### src/rtl/mem_arbiter.sv
// Round-robin arbiter sharing one variable-latency memory port between
// instruction fetch and load/store, with a stall output and access timeout.
module mem_arbiter #(
    parameter int ADDR_W  = 32,
    parameter int DATA_W  = 32,
    parameter int TIMEOUT = 16
) (
    input  logic              clk,
    input  logic              reset,
    input  logic              i_req,
    input  logic [ADDR_W-1:0] i_addr,
    output logic [DATA_W-1:0] i_rdata,
    output logic              i_done,
    input  logic              d_req,
    input  logic              d_we,
    input  logic [ADDR_W-1:0] d_addr,
    input  logic [DATA_W-1:0] d_wdata,
    output logic [DATA_W-1:0] d_rdata,
    output logic              d_done,
    output logic              err,
    output logic              stall,
    output logic              mem_req,
    output logic              mem_we,
    output logic [ADDR_W-1:0] mem_addr,
    output logic [DATA_W-1:0] mem_wdata,
    input  logic              mem_ready,
    input  logic [DATA_W-1:0] mem_rdata
);

    localparam int CNT_W = $clog2(TIMEOUT);
    localparam logic [CNT_W-1:0] CNT_MAX = CNT_W'(TIMEOUT - 1);

    typedef enum logic [1:0] {
        IDLE,
        FETCH,
        DATA
    } state_t;

    state_t           state;
    logic             last_data;
    logic [CNT_W-1:0] cnt;
    logic             grant_i;
    logic             grant_d;
    logic             finish;

    // On a tie the port that did not win last time gets the memory.
    always_comb begin
        grant_i = 1'b0;
        grant_d = 1'b0;
        unique case (1'b1)
            (i_req & d_req): begin
                grant_i = last_data;
                grant_d = ~last_data;
            end
            (i_req & ~d_req): grant_i = 1'b1;
            (~i_req & d_req): grant_d = 1'b1;
            default: ;
        endcase
    end

    assign finish = mem_ready | (cnt == CNT_MAX);
    assign stall  = (i_req & ~i_done) | (d_req & ~d_done);

    always_ff @(posedge clk or negedge reset) begin
        if (!reset) begin
            state     <= IDLE;
            last_data <= 1'b0;
            cnt       <= '0;
            mem_req   <= 1'b0;
            mem_we    <= 1'b0;
            mem_addr  <= '0;
            mem_wdata <= '0;
            i_rdata   <= '0;
            d_rdata   <= '0;
            i_done    <= 1'b0;
            d_done    <= 1'b0;
            err       <= 1'b0;
        end else begin
            i_done <= 1'b0;
            d_done <= 1'b0;
            err    <= 1'b0;
            case (state)
                IDLE: begin
                    if (grant_i | grant_d) begin
                        mem_req   <= 1'b1;
                        cnt       <= '0;
                        last_data <= grant_d;
                        mem_addr  <= grant_d ? d_addr : i_addr;
                        mem_we    <= grant_d & d_we;
                        if (grant_d)
                            mem_wdata <= d_wdata;
                        state <= grant_d ? DATA : FETCH;
                    end
                end
                FETCH, DATA: begin
                    if (finish) begin
                        // A late mem_ready on the last counted cycle still wins.
                        mem_req <= 1'b0;
                        mem_we  <= 1'b0;
                        err     <= ~mem_ready;
                        state   <= IDLE;
                        if (state == FETCH) begin
                            i_done  <= 1'b1;
                            i_rdata <= mem_ready ? mem_rdata : '0;
                        end else begin
                            d_done <= 1'b1;
                            if (!mem_we)
                                d_rdata <= mem_ready ? mem_rdata : '0;
                        end
                    end else begin
                        cnt <= cnt + 1'b1;
                    end
                end
                default: state <= IDLE;
            endcase
        end
    end

endmodule

### config.mk
export PLATFORM = sky130hd
export DESIGN_NAME = mem_arbiter
export DESIGN_NICKNAME = d
export VERILOG_FILES = /design/src/rtl/mem_arbiter.sv
export SDC_FILE = /design/constraint.sdc
export NUM_CORES = 1
export LEC_CHECK = 0
export BUFFER_PORTS_ARGS = -buffer_cell sky130_fd_sc_hd__buf_4
export CORE_AREA = 2 2 96 144
export CTS_BUF_LIST = sky130_fd_sc_hd__clkbuf_8
export DETAILED_ROUTE_END_ITERATION = 10
export DIE_AREA = 0 0 98 146
export PLACE_DENSITY = 0.83
export SLEW_MARGIN = 20
export SYNTH_ARGS = -nofsm -noshare
export SYNTH_HDL_FRONTEND = slang
export SYNTH_SLANG_ARGS = --single-unit
### constraint.sdc
create_clock -name clk -period 2 [get_ports clk]
set_input_delay 0.4 -clock clk [delete_from_list [all_inputs] [get_ports clk]]
set_output_delay 0.4 -clock clk [all_outputs]
set_load 0.005 [all_outputs]
### Yosys cells after proc, flatten, opt, wreduce, memory -nomap -nowiden

Cells that the tools add are included.

| operators by class | value |
|---|---|
| add/subtract/negate cells | 1 |
| equal/unequal tests | 6 |
| multiplexer cells | 24 |
| bitwise operators | 17 |
| reductions and logical operators | 10 |

Operators with widths:

| operator | count |
|---|---|
| 32-bit two-way mux | 2 |
| 3-bit AND reduction | 4 |
| 1-bit two-way mux | 11 |
| 4-bit two-way mux | 2 |
| 1-bit NOT | 8 |
| 1-bit one-hot mux with 2 select lines | 4 |
| 4-bit one-hot mux with 2 select lines | 1 |
| 1-bit bitwise AND | 6 |
| 2-bit two-way mux | 3 |
| 2-bit inequality test, second input constant | 3 |
| 4-bit by 1-bit adder with 4-bit output, second input constant | 1 |
| 4-bit equality test, second input constant | 1 |
| 2-bit one-hot mux with 2 select lines | 1 |
| 2-bit AND reduction | 2 |
| 4-bit AND reduction | 1 |
| 1-bit OR | 3 |
| 2-bit by 1-bit equality test with 1-bit output, second input constant | 1 |
| 2-bit equality test, second input constant | 1 |
| 2-bit logical NOT | 1 |
| 2-bit nonzero test | 1 |
| 2-bit OR reduction | 1 |

| word-level totals | value |
|---|---|
| flip-flop bits (word level) | 140 |
| input port bits | 134 |
| output and inout bits | 134 |
| word-level logic and storage cells | 70 |

### Longest topological paths before layout

| logic depth | value |
|---|---|
| depth after elaboration | 6 |
| gate-level depth with buffers | 8 |
| mapped depth without buffers | 5 |

### Worst setup path after synthesis

OpenSTA, ideal clock, no wires.

| timing path | value |
|---|---|
| kind | reg-to-reg |
| from | register state[0] |
| to | register d_rdata[10] |
| setup time | 0.122 ns |
| arrival time | 1.577 ns |
| required time | 1.878 ns |
| slack | 0.302 ns |
| cell stages (with the launch flop) | 8 |
| buffers on the path | 2 |
| period minus slack after synthesis | 1.698 ns |
| cell sequence | dfrtp_1 inv_1 ha_1 buf_2 nor3b_4 nand2_1 buf_2 a32o_1 |

| between the ends | value |
|---|---|
| word-level cells in the longest chain between the ends | 3 |
| elaborated cells between the ends (all ways) | 5 |
| classes of those cells | 2 x eq/ne; 1 x bitwise; 2 x reduce/logical |

RTL lines:

| element | line | text |
|---|---|---|
| start: declaration | 39 | `state_t state;` |
| start signal: assignment | 92 | `state <= grant_d ? DATA : FETCH;` |
| 2-bit by 1-bit equality test with 1-bit output or 2-bit equality test (tied branches) | 82, 102 |  |
| 2-bit OR reduction or 1-bit NOT (tied branches) | n/a |  |
| 4-bit AND reduction (no line) (*) | n/a |  |
| end signal: assignment | 108 | `d_rdata <= mem_ready ? mem_rdata : '0;` |
| end: declaration | 18 | `output logic [DATA_W-1:0] d_rdata,` |

Every way passes the cells marked *; elsewhere a longest branch is shown, timed or not.
A chain may end at the register's enable or synchronous reset.

### Final worst setup path

| timing path | value |
|---|---|
| from | register state[0] |
| to | register cnt[0] |

| between the ends | value |
|---|---|
| word-level cells in the longest chain between the ends | 4 |
| elaborated cells between the ends (all ways) | 9 |
| classes of those cells | 4 x eq/ne; 1 x mux; 4 x reduce/logical |

RTL lines:

| element | line | text |
|---|---|---|
| 2-bit by 1-bit equality test with 1-bit output or 2-bit equality test (tied branches) | 82 | `case (state)` |
| 2-bit OR reduction | 82 |  |
| 2-bit inequality test (no line) or 2-bit nonzero test (tied branches) | n/a |  |
| 3-bit AND reduction (no line) | n/a |  |
| end signal: assignment | 111 | `cnt <= cnt + 1'b1;` |
| end: declaration | 41 | `logic [CNT_W-1:0] cnt;` |

Several ways; a longest one is shown, not always the timed one.

==> flow_metrics.tcl <==
set metrics [dict create \
    critPathCaptureType "flop" \
    vias 4681 \
    worst-path-max-fanout 6 \
    p_per_area_nw_per_um2 1500 \
    htreeDepth 4 \
    nets 828 \
    crit_buf_inv 2 \
    coreArea_um2 13000 \
    numCtsBuffers 17 \
    async_reset_ff_share_pct 100 \
    post_cts_buffers 0 \
    remaining_drc_errors 0 \
    leakagePower_nw 4.18 \
    syn_inst 423 \
    viasPerCell 5.43 \
    cts.sinks 140 \
    grt_max_degree 68 \
    io_buffers 267 \
    rsz0062_at_grt "no" \
    num_rows 51 \
    synth.most_common_cell "dfrtp_1" \
    n_antenna_cell 0 \
    status "finished clean" \
    crit_chain "inv_1 > ha_1 > nor3b_1 > buf_4 > or3_1 > o311ai_1" \
    first_global_vias 5097 \
    die_y_um 146 \
    hold_viol_final 0 \
    routed_wl_um 15800 \
    yosysSeqAreaShare_pct 60.6 \
    peakVddDrop_uv 867 \
    synth.largest_area_cell "dfrtp_1" \
    synth-edff-count 0 \
    finalCritPeriodShare_pct 90.5 \
    synth_nets 561 \
    hpwl_um 11700 \
    routabilityCongestion 0.796 \
    hp-class "in -> reg" \
    antenna_found_initial 0 \
    setup_violations 0 \
    overflow 0 \
    slew_violations 0 \
    clock_path_buffers 2 \
    ctsHoldBuffers 1 \
    max_stage_delay_ns 0.41 \
    initial_utilization_pct 44.6 \
    cp_top_family "simple AND/OR/NAND/NOR gates" \
    dp_slack_ns 0.207 \
    ys_top_cells_by_count "140 x dfrtp_1, 65 x a32o_1, 39 x nand2_1" \
    finalCriticalPeriod_ns 1.81 \
    syn_avg_cell_area_um2 13.7 \
    drive_above_1_share_pct 49.9 \
    cts_resized 0 \
    grt_first_pass_wirelength_um 25700 \
    cts_tree "built" \
    start_kind "flop" \
    fp.dieW_um 98 \
    syn_area_um2 5780 \
    worstMarginPinSlew_ns 0.633 \
    routedWlPerCell_um 18.4 \
    final.setup.tns_ns 0 \
    drt_iter0_drc 242 \
    yosys-top-cells-area "dfrtp_1 61%, a32o_1 11%, mux2_4 7.3%, mux2i_1 5.5%, o21ai_0 3.0%" \
    drv_cap 0 \
    grtUsageTotal_pct 22.4 \
    fin_skew_ns 0.0170 \
    fin_ws_ns 0.190 \
    required_ns 2.31 \
    area_growth_pct 45.4 \
    dr.pass1.iters 4 \
    synth.distinct_cells 37 \
    arrival_ns 2.12 \
    cts.clk_slew.worst_paths_ns 0.09 \
    ys_ff_latch 140 \
    synth_top_area_share_pct 60.6 \
    slew_headroom_pct 57.8 \
    drt.antenna.violating_nets 0 \
    die_area_um2 14300 \
    clock_latency_ns 0.43 \
    critical_path_class "reg -> reg" \
    io-pin-count 268 \
    ys_warn_count 0 \
    cts-root-buf "clkbuf_8" \
    max_freq_ghz 0.553 \
    crit_slowest_cell "dfrtp_1" \
    ys.flop_type "dfrtp_1" \
]
==> through the flow <==
| stage | instances | power [mW] | hold slack (ns) | util [%] | area [µm²] |
|---|---|---|---|---|---|
| detailed placement | 829 | 10.6 | 0.339 | 61.8 | 8010 |
| finish | 862 | 12.6 | 0.187 | 64.8 | 8400 |
| global route | 862 | 13.5 | 0.141 | 64.8 | 8400 |
| CTS | 862 | 12.8 | 0.156 | 64.8 | 8400 |
| global placement | 829 | 10.3 | 0.329 | 61.8 | 8010 |
| floorplan | 423 | 7.52 | 0.104 | - | 5780 |
==> path summary, 6_finish.rpt <==
path	start	end	slack [ns]	depth (start not counted)
setup / recovery	state[0]$_DFFE_PN0P_	cnt[0]$_DFFE_PN0P_	0.19	6
hold / removal	d_wdata[12]	mem_wdata[12]$_DFFE_PN0P_	0.19	2
setup reg to reg	state[0]$_DFFE_PN0P_	cnt[0]$_DFFE_PN0P_	0.19	6
hold reg to reg	mem_addr[26]$_DFFE_PN0P_	mem_addr[26]$_DFFE_PN0P_	0.49	2
max in group asynchronous	reset	mem_addr[29]$_DFFE_PN0P_	0.97	3
min in group asynchronous	reset	mem_wdata[13]$_DFFE_PN0P_	0.45	2
==> placed cells by master (no fill, tap or decap), types with 2 or more instances in the layout <==
cell / Yosys / final
inv_6: 0 / 5
mux2_2: 4 / 4
o21ai_0: 35 / 35
nand2b_1: 4 / 4
a2bb2oi_1: 2 / 2
a22o_1: 2 / 2
ha_1: 4 / 4
buf_12: 0 / 6
a32o_1: 65 / 65
nor2_1: 3 / 3
clkbuf_8: 0 / 18
nand3_1: 3 / 3
mux2i_1: 32 / 32
inv_1: 6 / 7
buf_4: 4 / 275
clkinvlp_4: 0 / 4
nor3b_1: 2 / 2
nand2_1: 39 / 39
mux2_4: 28 / 28
dfrtp_1: 140 / 140
==> sequential cells by signal, indices dropped and copies added (netlist names) <==
register   cells
mem_req        1
d_rdata       32
i_rdata       32
cnt            4
last_data      1
i_done         1
state          2
mem_addr      32
err            1
mem_wdata     32
d_done         1
mem_we         1
==> power by group <==
group / switching [mW] / internal (mW)
Combinational: 2.24 / 3.25
Sequential: 0.812 / 4.16
Clock: 1.14 / 1.04
Total: 4.19 / 8.44
==> per-layer routing <==
layer  track usage [%]  up-vias  share of wire, %
li1                  -     2127                 -
met1              25.5     2307                36
met2              38.9      226                53
met3              7.97       21               9.3
met4              7.64        0               1.8
met5                 0        -                 0
==> area by class of cell <==
class                   count  area [µm²]
fillers                   989        4560
flip-flops and latches    140        3500
well taps                 159         199
clock buffers              18         248
multi-input cells         242        2090
repair buffers            283        2210
clock inverters            14         133
inverters                   6        22.5
==> kinds of logic (layout without fill, tap and decap cells) <==
family	count (synthesis)	in the layout	synth area share (%)
multiplexers	64	64	13.6
AND/OR/NAND/NOR	60	60	5.07
AO/OA/AOI/OAI	114	114	16.2
buffers and inverters	41	321	3.64
flip-flops	140	140	60.6
adder cells (fa/ha/maj)	4	4	0.866
No activity file was read; power rests on OpenSTA's default activity.
